**config.mk**
```make
export PLATFORM = sky130hd
export DESIGN_NAME = des_key_schedule_flat
export DESIGN_NICKNAME = d
export VERILOG_FILES = /design/src/rtl/des_key_schedule_if.sv /design/src/rtl/des_key_schedule.sv /design/src/flat_wrapper.sv
export SDC_FILE = /design/constraint.sdc
export NUM_CORES = 1
export LEC_CHECK = 0
export ABC_AREA = 1
export BUFFER_PORTS_ARGS = -buffer_cell sky130_fd_sc_hd__buf_4
export CORE_MARGIN = 8
export CORE_UTILIZATION = 50
export CTS_BUF_LIST = sky130_fd_sc_hd__clkbuf_4 sky130_fd_sc_hd__clkbuf_8
export CTS_CLUSTER_SIZE = 30
export DETAILED_ROUTE_END_ITERATION = 8
export HOLD_SLACK_MARGIN = 0.12
export PLACE_DENSITY = 0.78
export SYNTH_ARGS = -nofsm -noshare
export SYNTH_HDL_FRONTEND = slang
export SYNTH_SLANG_ARGS = --single-unit
```
**constraint.sdc**
```tcl
create_clock -name clk -period 1.8 [get_ports clk]
set_input_delay 0.36 -clock clk [delete_from_list [all_inputs] [get_ports clk]]
set_output_delay 0.36 -clock clk [all_outputs]
set_load 0.02 [all_outputs]
```
**src/rtl/des_key_schedule_if.sv**
```systemverilog
// -----------------------------------------------------------------------------
// des_key_schedule_if
//
// Bundles the key-input and C||D-output handshakes of the DES key schedule.
//
// Modports
//   master : the key-schedule generator. It takes key_in/key_valid/cd_ready
//            and drives key_ready, cd_out, cd_valid, round, iter and last.
//   slave  : the key source plus the downstream PC-2 consumer. It drives the
//            key and the ready signal and observes the beat stream.
//
// Signals
//   key_in    [0:63] DES key; bit 0 is the MSB of the first key byte
//   key_valid        key_in is valid
//   key_ready        generator can take a key this cycle
//   cd_out    [0:55] C||D after the round's rotation (C = [0:27], D = [28:55])
//   cd_valid         cd_out/round/iter/last are valid
//   cd_ready         consumer accepts the current beat
//   round     [3:0]  0..15, meaning DES rounds 1..16
//   iter      [5:0]  pass number, 0..ITERATIONS-1
//   last             final beat for the current key
// -----------------------------------------------------------------------------
interface des_key_schedule_if;
    logic [0:63] key_in;
    logic        key_valid;
    logic        key_ready;
    logic [0:55] cd_out;
    logic        cd_valid;
    logic        cd_ready;
    logic [3:0]  round;
    logic [5:0]  iter;
    logic        last;

    modport master (
        input  key_in,
        input  key_valid,
        input  cd_ready,
        output key_ready,
        output cd_out,
        output cd_valid,
        output round,
        output iter,
        output last
    );

    modport slave (
        output key_in,
        output key_valid,
        output cd_ready,
        input  key_ready,
        input  cd_out,
        input  cd_valid,
        input  round,
        input  iter,
        input  last
    );
endinterface

```
**src/rtl/des_key_schedule.sv**
```systemverilog
// -----------------------------------------------------------------------------
// des_key_schedule
//
// Sequential DES key-schedule generator for the descrypt core. A 64-bit key is
// permuted through PC-1 into C0||D0, then one rotated C||D value is streamed per
// accepted beat. Each key produces 16 rounds repeated ITERATIONS times. The
// downstream (combinational) PC-2 stage turns each beat into a round subkey.
//
// Ports
//   clk  : rising-edge clock
//   rst  : synchronous active-high reset; abandons any sequence in flight
//   bus  : des_key_schedule_if.master
//            key_in/key_valid/key_ready  key handshake (key_ready is the only
//                                        combinational output)
//            cd_out/round/iter/last      beat payload, registered
//            cd_valid/cd_ready           beat handshake
//
// Parameters
//   ITERATIONS : 16-round passes per key, 1..63
// -----------------------------------------------------------------------------
module des_key_schedule #(
    parameter int ITERATIONS = 25
) (
    input  logic                  clk,
    input  logic                  rst,
    des_key_schedule_if.master    bus
);

    // -------------------------------------------------------------------------
    // Constants
    // -------------------------------------------------------------------------
    typedef enum logic {
        IDLE = 1'b0,
        RUN  = 1'b1
    } state_t;

    // FIPS 46-3 PC-1, 1-based key bit numbers. First 28 entries build C0,
    // the remaining 28 build D0.
    localparam int PC1_TABLE [56] = '{
        57, 49, 41, 33, 25, 17,  9,  1, 58, 50, 42, 34, 26, 18,
        10,  2, 59, 51, 43, 35, 27, 19, 11,  3, 60, 52, 44, 36,
        63, 55, 47, 39, 31, 23, 15,  7, 62, 54, 46, 38, 30, 22,
        14,  6, 61, 53, 45, 37, 29, 21, 13,  5, 28, 20, 12,  4
    };

    localparam logic [5:0] ITER_LAST  = 6'(ITERATIONS - 1);
    localparam logic [3:0] ROUND_LAST = 4'd15;

    // -------------------------------------------------------------------------
    // Registers and their next values
    // -------------------------------------------------------------------------
    state_t      state_reg, state_next;
    logic [0:55] cd_reg, cd_next;
    logic [3:0]  round_reg, round_next;
    logic [5:0]  iter_reg, iter_next;
    logic        last_reg, last_next;
    logic        cd_valid_reg, cd_valid_next;

    // FSM-decoded strobes
    logic        key_ready_int;
    logic        load_key;     // key accepted this cycle
    logic        advance;      // non-final beat handed off, step to next round
    logic        finish;       // final beat handed off, drop cd_valid

    // -------------------------------------------------------------------------
    // Permutation and rotation networks (pure wiring)
    // -------------------------------------------------------------------------
    logic [0:55] pc1_cd;       // C0||D0
    logic [0:55] pc1_rot1;     // C0||D0 with each half rotated left by 1
    logic [0:55] cd_rot1;      // current C||D, halves rotated left by 1
    logic [0:55] cd_rot2;      // current C||D, halves rotated left by 2

    // Each output bit gi picks its source inside its own 28-bit half, so C and
    // D rotate independently. With bit 0 as MSB, a left rotation by n means
    // position p takes the old bit at (p + n) mod 28.
    genvar gi;
    generate
        for (gi = 0; gi < 56; gi++) begin : g_bits
            localparam int HALF = (gi < 28) ? 0 : 28;
            localparam int POS  = gi - HALF;
            localparam int SRC1 = HALF + ((POS + 1) % 28);
            localparam int SRC2 = HALF + ((POS + 2) % 28);
            localparam int KSRC = PC1_TABLE[gi] - 1;

            assign pc1_cd[gi]   = bus.key_in[KSRC];
            assign pc1_rot1[gi] = pc1_cd[SRC1];
            assign cd_rot1[gi]  = cd_reg[SRC1];
            assign cd_rot2[gi]  = cd_reg[SRC2];
        end
    endgenerate

    // -------------------------------------------------------------------------
    // Round / pass bookkeeping for the step to the next beat
    // -------------------------------------------------------------------------
    logic [3:0] round_inc;
    logic [5:0] iter_inc;
    logic       shift_one;

    assign round_inc = round_reg + 4'd1;     // 15 wraps naturally to 0
    assign iter_inc  = (round_reg == ROUND_LAST) ? (iter_reg + 6'd1) : iter_reg;

    // DES rounds 1, 2, 9 and 16 (indices 0, 1, 8, 15) rotate by one place,
    // all others by two. Index 0 is reached again at the start of each pass,
    // which is why the single-step path also exists for the running state.
    assign shift_one = (round_inc == 4'd0) || (round_inc == 4'd1) ||
                       (round_inc == 4'd8) || (round_inc == 4'd15);

    // -------------------------------------------------------------------------
    // FSM: state register
    // -------------------------------------------------------------------------
    always_ff @(posedge clk) begin
        if (rst) begin
            state_reg <= IDLE;
        end else begin
            state_reg <= state_next;
        end
    end

    // -------------------------------------------------------------------------
    // FSM: next-state logic
    // -------------------------------------------------------------------------
    always_comb begin
        state_next = state_reg;
        case (state_reg)
            IDLE: begin
                if (bus.key_valid) begin
                    state_next = RUN;
                end
            end
            RUN: begin
                if (cd_valid_reg && bus.cd_ready && last_reg) begin
                    state_next = IDLE;
                end
            end
            default: state_next = IDLE;
        endcase
    end

    // -------------------------------------------------------------------------
    // FSM: output decode
    // -------------------------------------------------------------------------
    // key_ready is gated by rst so that a source never sees a handshake that
    // the reset is about to discard.
    always_comb begin
        key_ready_int = 1'b0;
        load_key      = 1'b0;
        advance       = 1'b0;
        finish        = 1'b0;
        case (state_reg)
            IDLE: begin
                key_ready_int = !rst;
                load_key      = bus.key_valid && !rst;
            end
            RUN: begin
                advance = cd_valid_reg && bus.cd_ready && !last_reg;
                finish  = cd_valid_reg && bus.cd_ready && last_reg;
            end
            default: begin
                key_ready_int = 1'b0;
            end
        endcase
    end

    // -------------------------------------------------------------------------
    // Datapath next values
    // -------------------------------------------------------------------------
    // Without a strobe everything holds, which keeps the beat stable for the
    // whole duration of a consumer stall. A full pass rotates each half by 28
    // places in total, so passes chain without reloading C0||D0.
    always_comb begin
        cd_next       = cd_reg;
        round_next    = round_reg;
        iter_next     = iter_reg;
        last_next     = last_reg;
        cd_valid_next = cd_valid_reg;

        if (load_key) begin
            cd_next       = pc1_rot1;
            round_next    = 4'd0;
            iter_next     = 6'd0;
            last_next     = 1'b0;          // round 0 can never be the final beat
            cd_valid_next = 1'b1;
        end else if (advance) begin
            cd_next       = shift_one ? cd_rot1 : cd_rot2;
            round_next    = round_inc;
            iter_next     = iter_inc;
            last_next     = (round_inc == ROUND_LAST) && (iter_inc == ITER_LAST);
            cd_valid_next = 1'b1;
        end else if (finish) begin
            cd_valid_next = 1'b0;
        end
    end

    // -------------------------------------------------------------------------
    // Datapath registers
    // -------------------------------------------------------------------------
    always_ff @(posedge clk) begin
        if (rst) begin
            cd_reg       <= '0;
            round_reg    <= 4'd0;
            iter_reg     <= 6'd0;
            last_reg     <= 1'b0;
            cd_valid_reg <= 1'b0;
        end else begin
            cd_reg       <= cd_next;
            round_reg    <= round_next;
            iter_reg     <= iter_next;
            last_reg     <= last_next;
            cd_valid_reg <= cd_valid_next;
        end
    end

    // -------------------------------------------------------------------------
    // Outputs
    // -------------------------------------------------------------------------
    assign bus.key_ready = key_ready_int;
    assign bus.cd_out    = cd_reg;
    assign bus.cd_valid  = cd_valid_reg;
    assign bus.round     = round_reg;
    assign bus.iter      = iter_reg;
    assign bus.last      = last_reg;

endmodule
```
**src/flat_wrapper.sv**
```systemverilog
// flat-port wrapper written by rule: the top's interface ports become plain ports
module des_key_schedule_flat 
#(
    parameter int ITERATIONS = 25
)
  (clk, rst, bus_key_in, bus_key_valid, bus_cd_ready, bus_key_ready, bus_cd_out, bus_cd_valid, bus_round, bus_iter, bus_last);
  des_key_schedule_if bus_i ();
  input  logic clk;
  input  logic rst;
  input wire logic [$bits(bus_i.key_in)-1:0] bus_key_in;
  input wire logic [$bits(bus_i.key_valid)-1:0] bus_key_valid;
  input wire logic [$bits(bus_i.cd_ready)-1:0] bus_cd_ready;
  output wire logic [$bits(bus_i.key_ready)-1:0] bus_key_ready;
  output wire logic [$bits(bus_i.cd_out)-1:0] bus_cd_out;
  output wire logic [$bits(bus_i.cd_valid)-1:0] bus_cd_valid;
  output wire logic [$bits(bus_i.round)-1:0] bus_round;
  output wire logic [$bits(bus_i.iter)-1:0] bus_iter;
  output wire logic [$bits(bus_i.last)-1:0] bus_last;
  assign bus_i.key_in = bus_key_in;
  assign bus_i.key_valid = bus_key_valid;
  assign bus_i.cd_ready = bus_cd_ready;
  assign bus_key_ready = bus_i.key_ready;
  assign bus_cd_out = bus_i.cd_out;
  assign bus_cd_valid = bus_i.cd_valid;
  assign bus_round = bus_i.round;
  assign bus_iter = bus_i.iter;
  assign bus_last = bus_i.last;
  des_key_schedule #(.ITERATIONS(ITERATIONS)) u_core (.clk(clk), .rst(rst), .bus(bus_i));
endmodule
```
==> qor.csv, run 1 <==
stage;metric;value;unit
status;status;completed;
power_and_ir_drop;pwr dens;735;mW/mm2
layout;nets;895;
sta;f_max;0.593;GHz
routing;DR DRC count;0;
clocking;latest clock arrival within the worst-skew pair;350;ps
floorplanning;Die Y;109;um
placed_design;Detail Placement HPWL;8850;um
floorplanning;Core Area;0.00859;mm2
critical_path;crit path DAT;1920;ps
floorplanning;Starting Density;50.7;%
power_and_ir_drop;Leak;3.03;nW
placed_design;final weighted congestion in routability-driven placement;0.817;
critical_path;Critical Path Start Type;register;
critical_path;crit end category;register;
critical_path;crit path kind;reg -> reg;
global_routing;Total GRT Usage;20.9;%
clocking;CTS tree;done;
placed_design;PortBufs;128;
global_routing;vias in the first global route;4544;
critical_path;worst endpoint required time;2030;ps
global_routing;initial antenna violation count;0;
sta;Max Transition Viols Final;0;
yosys;Post-Syn Area per Cell;6.06;um2
floorplanning;Die ar.;0.0120;mm2
routing;final WL;13400;um
clocking;Inserted Clock Buffers;9;
clocking;Clock Root Buffer;clkbuf_8;
clocking;clk sinks;69;
yosys;Post-Syn Nets;791;
layout;Layout Utilization;66.9;%
yosys;register area share after synthesis;31.7;%
sta;final worst-path cycle share;93.7;%
yosys;Seq cells post-synth;69;
sta;clock skew;8.79;ps
layout;share of cells above drive strength 1;22.1;%
floorplanning;# IOs;137;
critical_path;Largest stage delay, worst path;340;ps
layout;number of diodes;0;
clocking;post-CTS setup buffers;0;
sta;Worst Tran Pin Value;501;ps
clocking;CTS HTree Levels;3;
yosys;synth unique cells;26;
routing;Vias/cell;5.39;
routing;router iterations before antenna repair;7;
sta;setup tns final;0;ps
sta;unrepaired setup endpoints after global routing;no;
routing;post-route ant nets;0;
run;max-cap viol count;0;
layout;Area growth syn-to-layout;31.8;%
worst_hold_path;Worst Hold Class;in -> reg;
critical_path;most used cell, CP;nand3_2;
floorplanning;row count;34;
critical_path;Critical Path Fanout Max;56;
floorplanning;Die Wd;109;um
clocking;Clock transition at path regs;80;ps
global_routing;pin count of the biggest net entering global routing;57;
sta;Final Setup Violations;0;
sta;Final min period;1690;ps
sta;slew margin rel.;66.5;%
critical_path;worst-path cell chain;ha_2 -> inv_1 -> nand2_1 -> nand3_2 -> inv_2 -> nand3_2 -> buf_12 -> nand4_1 -> nand3_1 -> a21oi_1;
clocking;clk buf depth;2;
global_routing;first-pass GRT wire length;20900;um
layout;most common cell after layout, fill and taps aside;nand2_1;
routing;iteration-0 DRC count of the detailed router;296;
layout;max reg flops;56;
power_and_ir_drop;Worst VDD drop;494;uV
yosys;yosys warns;0;
sta;Hold Vio Cnt, Final;0;
routing;wire per inst;14.3;um
routing;via count;5042;
yosys;Mapped Cells;719;
global_routing;Congestion Overflow GR;0;
yosys;synthesized area;0.00436;mm2
critical_path;Critical-path top delay cell;dfxtp_2;
layout;most frequent cells in the layout;nand2_1, buf_4, inv_1;
## final timing paths
path	from	end	slack, ps	cells past startpoint
worst min-delay path	bus_key_valid	u_core.state_reg	320	2
worst max-delay path	u_core.bus.round[0]	u_core.bus.cd_out[37]	110	10
worst max register to register	u_core.bus.round[0]	u_core.bus.cd_out[37]	110	10
worst min register to register	u_core.bus.last	u_core.bus.last	540	2
## cells in the mapped netlist
cell type / count / area [um2]
nor2_2: 1 / 6.26
inv_1: 126 / 473
o21ai_1: 2 / 10.0
inv_2: 3 / 11.3
buf_2: 19 / 95.1
buf_1: 3 / 11.3
clkbuf_1: 28 / 105
a21boi_0: 1 / 7.51
nor2_1: 10 / 37.5
xnor2_1: 1 / 8.76
nand2_2: 2 / 12.5
nand2_1: 187 / 702
nand3_1: 64 / 320
nand4_1: 61 / 382
o211ai_1: 1 / 7.51
a21oi_1: 64 / 320
dfxtp_1: 69 / 1380
buf_4: 1 / 7.51
o221a_2: 1 / 11.3
o211a_1: 1 / 10.0
o21bai_1: 1 / 7.51
buf_6: 4 / 45.0
ha_1: 4 / 50.1
nand3_2: 2 / 20.0
a211oi_1: 1 / 7.51
o21ai_0: 62 / 310
## critical path, delay by kind of cell, from the launching register on
family / cells / cell delay, ps
compound gates: 1 / 70
flops: 1 / 340
buf+inv: 3 / 370
simple gates: 5 / 580
fa+ha+maj: 1 / 210
## what timing repair did
action,4_1_cts,5_1_grt
endpoints found under the setup margin,1,54
hold buffers,0,0
gates resized for setup,1,7
cloned,0,3
pin swaps,0,2
## stage by stage
step           worst slack [ps]  instances  hold slack (ps)  area [um2]  total power, W
5_1_grt                    8.85        936              312        5750         0.00443
3_3_place_gp                164        917              503        5450         0.00278
6_report                    114        936              318        5750         0.00422
3_5_place_dp               65.5        917              528        5450         0.00281
2_1_floorplan              26.1        719              545        4360         0.00239
4_1_cts                    32.2        933              310        5660         0.00420
## cell type report
| class | instances | area (um2) |
|---|---|---|
| Inverter | 129 | 484 |
| Clock inverter | 7 | 90.1 |
| Tap cell | 108 | 135 |
| Sequential cell | 69 | 1380 |
| Fill cell | 764 | 2850 |
| Clock buffer | 9 | 124 |
| Multi-Input combinational cell | 466 | 2270 |
| Timing Repair Buffer | 148 | 1260 |
## report_power, final
part	switching (W)	total [W]	internal [W]	leakage (nW)
sequential	0.0000885	0.00172	0.00163	0.566
clock	0.000639	0.00141	0.000773	0.105
combinational	0.000629	0.00109	0.000463	2.36
total	0.00136	0.00422	0.00287	3.03
## metal layers
metal | vias to the layer above | track usage [%] | routed length, um
met2 | 177 | 35.1 | 6640
met3 | 27 | 3.58 | 900
met1 | 2309 | 25.8 | 5560
li1 | 2529 | - | -
met5 | - | 0 | 0
met4 | 0 | 9.06 | 329
## logic make-up after synthesis
kind of cell | count (synthesis) | synth area share [%]
buffers and inverters | 184 | 17.2
flip-flops | 69 | 31.7
XOR/XNOR | 1 | 0.201
AO/OA/AOI/OAI | 134 | 15.9
AND/OR/NAND/NOR | 327 | 33.9
adder cells (fa/ha/maj) | 4 | 1.15
(Power assumes the default switching activity.)
==> run 2: changes to the inputs <==
--- a/config.mk
+++ b/config.mk
@@ -12,6 +12,7 @@
 export CTS_BUF_LIST = sky130_fd_sc_hd__clkbuf_4 sky130_fd_sc_hd__clkbuf_8
 export CTS_CLUSTER_SIZE = 30
 export DETAILED_ROUTE_END_ITERATION = 8
+export GPL_TIMING_DRIVEN = 0
 export HOLD_SLACK_MARGIN = 0.12
 export PLACE_DENSITY = 0.78
 export SYNTH_ARGS = -nofsm -noshare
==> run 2 against run 1 <==
Register-to-register slack got worse by 50 ps. Cell count is 4.3% higher. Cell area is 1.6% higher. Wire length grew 1.5%. Sequential power about the same. Worst hold slack worse by 27 ps. Non-clock buffer count grew 40. Highest routed layer unchanged. Clock-buffer cell count is 2 higher. Setup slack got worse by 52 ps. Die area unchanged. Power down 1.8%.
==> qor.csv, run 2 (same netlist as run 1, synthesis figures left out) <==
stage;metric;value;unit;change
routing;final WL;13600;um;+1.5%
placed_design;Detail Placement HPWL;10000;um;+13%
placed_design;placed cell areas;0.00546;mm2;+0.21%
sta;Final Setup Violations;0;;unchanged
floorplanning;Die ar.;0.0120;mm2;unchanged
layout;max reg flops;56;;unchanged
floorplanning;row count;34;;unchanged
clocking;Clock Root Buffer;clkbuf_8;;
clocking;Inserted Clock Buffers;9;;unchanged
routing;iteration-0 DRC count of the detailed router;310;;+4.7%
clocking;clk sinks;69;;unchanged
sta;Hold Vio Cnt, Final;0;;unchanged
sta;Worst Tran Pin Value;455;ps;-45.9 ps
sta;final worst-path cycle share;96.6;%;+2.9 points
status;status;completed;;
global_routing;vias in the first global route;4812;;+5.9%
worst_hold_path;Min-Delay Startpoint;bus_key_valid;;
placed_design;PortBufs;128;;unchanged
routing;wire per inst;14.0;um;-2.7%
power_and_ir_drop;pwr dens;710;mW/mm2;-3.3%
sta;Final min period;1740;ps;+52.0 ps
critical_path;Worst Setup SP;u_core.bus.round[1];;
layout;most frequent cells in the layout;nand2_1, buf_4, inv_1;;
critical_path;Critical Path Start Type;register;;
critical_path;worst endpoint required time;2030;ps;about the same
layout;fillers;775;;+1.4%
critical_path;WP buf/inv;4;;+1
clocking;CTS Hold Bufs;0;;unchanged
floorplanning;Die Y;109;um;unchanged
sta;f_max;0.575;GHz;-3.0%
sta;clock skew;11.5;ps;+2.68 ps
critical_path;crit path DAT;1970;ps;+50 ps
floorplanning;Die Wd;109;um;unchanged
power_and_ir_drop;Worst VDD drop;422;uV;-15%
run;max-cap viol count;0;;unchanged
sta;hold_ws;290;ps;-27.5 ps
global_routing;pin count of the biggest net entering global routing;13;;-77%
global_routing;Congestion Overflow GR;0;;unchanged
clocking;CTS tree;done;;
critical_path;crit end category;register;;
floorplanning;Starting Density;50.7;%;unchanged
clocking;Clock transition at path regs;80;ps;about the same
clocking;latest clock arrival within the worst-skew pair;350;ps;about the same
routing;post-route ant nets;0;;unchanged
sta;unrepaired setup endpoints after global routing;yes;;
global_routing;Total GRT Usage;22.5;%;+1.5 points
global_routing;initial antenna violation count;0;;unchanged
layout;share of cells above drive strength 1;23.7;%;+1.6 points
sta;setup tns final;0;ps;unchanged
layout;Finished Cell Area;0.00584;mm2;+1.6%
clocking;CTS HTree Levels;3;;unchanged
critical_path;Critical-path top delay cell;dfxtp_4;;
critical_path;Critical Path Fanout Max;10;;-82%
routing;router iterations before antenna repair;5;;-2
worst_hold_path;Worst Hold Class;in -> reg;;
placed_design;final weighted congestion in routability-driven placement;0.845;;+3.4%
layout;number of diodes;0;;unchanged
routing;via count;5163;;+2.4%
routing;DR DRC count;0;;unchanged
sta;Max Transition Viols Final;0;;unchanged
critical_path;CP top delay family;simple AND/OR/NAND/NOR gates;;
sta;slew margin rel.;69.6;%;+3.2 points
critical_path;worst-path cell chain;ha_4 -> inv_1 -> nand2_1 -> nand3_2 -> inv_2 -> nand3_4 -> nand3_2 -> buf_6 -> buf_6 -> nand2_1 -> nand3_1 -> a21oi_2;;
global_routing;first-pass GRT wire length;22200;um;+6.2%
floorplanning;Core Area;0.00859;mm2;unchanged
power_and_ir_drop;Pwr Total;0.00415;W;-1.8%
layout;most common cell after layout, fill and taps aside;nand2_1;;
layout;post-route insts no fill;976;;+4.3%
placed_design;placed instance count;955;;+4.1%
power_and_ir_drop;Leak;3.10;nW;+2.4%
floorplanning;# IOs;137;;unchanged
layout;Area growth syn-to-layout;33.9;%;
critical_path;RR Startpoint;u_core.bus.round[1];;
critical_path;crit path kind;reg -> reg;;
layout;nets;935;;+4.5%
routing;Vias/cell;5.29;;-1.8%
critical_path;Largest stage delay, worst path;390;ps;+50 ps
clocking;clk buf depth;2;;unchanged
==> run 2: repair_timing <==
action,CTS,global route
pin swaps,0,1
gates cloned,0,0
gates resized for setup,14,51
buffers inserted,0,5
setup endpoints to repair,50,56
==> run 2: per-stage QoR <==
| step | util [%] | worst slack, ps |
|---|---|---|
| 5_1_grt | 67.9 | -15.9 |
| 3_5_place_dp | 63.5 | -218 |
| 3_3_place_gp | 63.5 | -173 |
| 6_report | 67.9 | 62.1 |
| 2_1_floorplan | - | 26.1 |
| 4_1_cts | 66.3 | 6.40 |
==> run 2: layout make-up <==
type	instances	area, um2	area share [%]
multi-input combinational	466	2290	39.2
sequential	69	1390	23.8
timing repair buffer	133	996	17.1
inverter	129	484	8.29
buffer	55	337	5.77
clock buffer	11	151	2.59
tap	108	135	2.31
clock inverter	5	58.8	1.01
==> run 2: layer usage <==
| metal | track usage, % | share of wire [%] | vias up |
|---|---|---|---|
| li1 | - | - | 2608 |
| met1 | 28.8 | 43 | 2338 |
| met2 | 36.2 | 47 | 193 |
| met3 | 3.63 | 7.1 | 24 |
| met4 | 10.4 | 2.3 | 0 |
| met5 | 0 | 0 | - |
==> run 2: worst paths after layout <==
kind | to | slack [ps] | depth (start not counted)
max | u_core.bus.cd_out[1] | 60 | 12
min | u_core.state_reg | 290 | 2
max reg2reg | u_core.bus.cd_out[1] | 60 | 12
min reg2reg | u_core.bus.round[0] | 520 | 2
==> run 2: power breakdown <==
group	leakage (nW)	internal (W)	switching, W
registers	0.567	0.00163	0.0000894
clock network	0.102	0.000716	0.000626
logic	2.43	0.000458	0.000631
==> run 3: changes to the inputs <==
--- a/config.mk
+++ b/config.mk
@@ -6,15 +6,16 @@
 export NUM_CORES = 1
 export LEC_CHECK = 0
 export ABC_AREA = 1
-export BUFFER_PORTS_ARGS = -buffer_cell sky130_fd_sc_hd__buf_4
 export CORE_MARGIN = 8
 export CORE_UTILIZATION = 50
 export CTS_BUF_LIST = sky130_fd_sc_hd__clkbuf_4 sky130_fd_sc_hd__clkbuf_8
 export CTS_CLUSTER_SIZE = 30
 export DETAILED_ROUTE_END_ITERATION = 8
+export DONT_BUFFER_PORTS = 1
 export GPL_TIMING_DRIVEN = 0
 export HOLD_SLACK_MARGIN = 0.12
-export PLACE_DENSITY = 0.78
+export PLACE_DENSITY = 0.65
+export RECOVER_POWER = 25
 export SYNTH_ARGS = -nofsm -noshare
 export SYNTH_HDL_FRONTEND = slang
 export SYNTH_SLANG_ARGS = --single-unit
==> run 3 against run 2 <==
Cell area fell by 16%. Clock power fell by 17%. Power fell by 11%. Fmax rose by 0.81%.
==> qor.csv, run 3 (same netlist as run 1, synthesis figures left out) <==
stage;metric;value;unit;change
floorplanning;Die Wd;109;um;unchanged
sta;slew margin rel.;67.3;%;-2.3 points
critical_path;Critical Path Start Type;register;;
sta;Max Transition Viols Final;0;;unchanged
critical_path;worst endpoint required time;2090;ps;+60 ps
placed_design;pre-CTS setup slack;-370;ps;-151 ps
global_routing;Congestion Overflow GR;0;;unchanged
routing;via count;4591;;-11%
floorplanning;Starting Density;50.7;%;unchanged
critical_path;crit path kind;reg -> reg;;
floorplanning;# IOs;137;;unchanged
global_routing;initial antenna violation count;0;;unchanged
clocking;Clock Root Buffer;clkbuf_8;;
layout;fillers;911;;+18%
layout;Area growth syn-to-layout;12.2;%;
power_and_ir_drop;Pwr Total;0.00367;W;-11%
sta;final worst-path cycle share;95.8;%;-0.78 points
sta;setup ws final;76.1;ps;+14.0 ps
critical_path;Worst Reg-to-Reg Cells;11;;-1
clocking;CTS tree;done;;
sta;Final Setup Violations;0;;unchanged
global_routing;vias in the first global route;4210;;-13%
clocking;clk buf depth;2;;unchanged
layout;number of diodes;0;;unchanged
floorplanning;Core Area;0.00859;mm2;unchanged
layout;most frequent cells in the layout;nand2_1, inv_1, dfxtp_1;;
sta;unrepaired setup endpoints after global routing;yes;;
clocking;CTS Hold Bufs;0;;unchanged
critical_path;worst setup path endpoint;u_core.bus.cd_out[39];;
floorplanning;Die Y;109;um;unchanged
worst_hold_path;Worst Hold Class;in -> reg;;
critical_path;Worst Setup SP;u_core.bus.round[0];;
routing;metal3 WL;1120;um;+15%
layout;nets;809;;-13%
sta;clock skew;13.1;ps;+1.65 ps
clocking;Inserted Clock Buffers;9;;unchanged
placed_design;final weighted congestion in routability-driven placement;0.887;;+5.0%
routing;iteration-0 DRC count of the detailed router;299;;-3.5%
sta;Hold Vio Cnt, Final;0;;unchanged
layout;post-route insts no fill;848;;-13%
run;max-cap viol count;0;;unchanged
clocking;clk sinks;69;;unchanged
critical_path;crit path DAT;2010;ps;+40 ps
global_routing;Total GRT Usage;21.5;%;-0.91 points
placed_design;PortBufs;0;;-100%
critical_path;Reg2Reg Setup Slack;80;ps;about the same
placed_design;Detail Placement HPWL;9430;um;-5.9%
power_and_ir_drop;Worst VDD drop;362;uV;-14%
power_and_ir_drop;pwr dens;751;mW/mm2;+5.7%
routing;post-route ant nets;0;;unchanged
routing;router iterations before antenna repair;6;;+1
routing;wire per inst;15.4;um;+10%
critical_path;worst r2r dst;u_core.bus.cd_out[39];;
routing;DR DRC count;0;;unchanged
sta;f_max;0.580;GHz;+0.81%
floorplanning;row count;34;;unchanged
clocking;latest clock arrival within the worst-skew pair;350;ps;about the same
layout;most common cell after layout, fill and taps aside;nand2_1;;
routing;top sig layer;met4;;
placed_design;placed instance count;827;;-13%
sta;Final min period;1720;ps;-14.0 ps
critical_path;crit end category;register;;
layout;area of the multi-input gates;0.00231;mm2;+1.1%
global_routing;pin count of the biggest net entering global routing;11;;-2
global_routing;first-pass GRT wire length;20700;um;-6.7%
clocking;Clock transition at path regs;80;ps;about the same
critical_path;RR Startpoint;u_core.bus.round[0];;
sta;hold_ws;192;ps;-98.0 ps
sta;Worst Tran Pin Value;489;ps;+33.4 ps
routing;Metal-1 WL;5670;um;-3.4%
status;status;completed;;
routing;Vias/cell;5.41;;+2.3%
routing;DR WL met2;6040;um;-6.6%
floorplanning;Die ar.;0.0120;mm2;unchanged
power_and_ir_drop;Leak;2.45;nW;-21%
clocking;CTS HTree Levels;3;;unchanged
layout;share of cells above drive strength 1;11.9;%;-12 points
critical_path;Critical Path Fanout Max;10;;unchanged
layout;max reg flops;56;;unchanged
routing;final WL;13000;um;-4.3%
layout;storage element area;0.00139;mm2;+0.36%
-- run 3: changes by cell type in the layout (fill, tap and decap cells not counted), sizes merged --
| cell | before | now |
|---|---|---|
| buf | 150 | 32 |
| bufinv | 1 | 0 |
| clkbuf | 49 | 41 |
| clkinv | 2 | 3 |
| clkinvlp | 2 | 0 |
-- run 3: area by class of cell --
cell class	instances	share of cell area, %
Buffer	55	7.39
Timing Repair Buffer	7	1.02
Sequential cell	69	28.5
Clock inverter	3	0.307
Inverter	129	9.90
Multi-Input combinational cell	466	47.3
Clock buffer	11	2.84
Tap cell	108	2.76
-- run 3: worst min-delay path by stage --
stage                  startpoint               end  cells after the start
floorplan           bus_key_valid  u_core.state_reg                      1
global placement    bus_key_valid  u_core.state_reg                      1
detailed placement  bus_key_valid  u_core.state_reg                      1
CTS                 bus_key_valid  u_core.state_reg                      1
global route        bus_key_valid  u_core.state_reg                      1
finish              bus_key_valid  u_core.state_reg                      1
-- run 3: what timing repair did --
action,4_1_cts,5_1_grt
pin swaps,0,6
setup buffers,0,6
cloned,0,1
setup endpoints to repair,58,59
gates resized for setup,33,47
-- run 3: where the power goes --
group | total [W] | leakage (nW) | internal [W] | switching [W]
Combinational | 0.000710 | 1.80 | 0.000267 | 0.000443
Clock | 0.00111 | 0.0856 | 0.000510 | 0.000596
Sequential | 0.00186 | 0.569 | 0.00163 | 0.000230
-- run 3: worst max-delay path, stage by stage (launching register included) --
cell and delay [ps]:
dfxtp_4 430, ha_4 170, inv_1 60, nand2_2 80, nand3_2 100, inv_2 80
nand3_4 100, buf_6 160, buf_4 160, nand4_1 80, nand3_1 100, a21oi_2 140
-- run 3: stage by stage --
stage / area (um2) / util, % / TNS, ps
after floorplan: 4360 / - / 0
after global placement: 4500 / 52.3 / -13390
after detailed placement: 4500 / 52.3 / -17420
after CTS: 4720 / 55.0 / -3.39
after global routing: 4890 / 56.9 / -82.8
final: 4890 / 56.9 / 0
-- run 3: routing by layer --
| layer | up-vias | track usage, % |
|---|---|---|
| li1 | 2354 | - |
| met1 | 2074 | 27.5 |
| met2 | 147 | 33.9 |
| met3 | 16 | 7.09 |
| met4 | 0 | 6.27 |
| met5 | - | 0 |
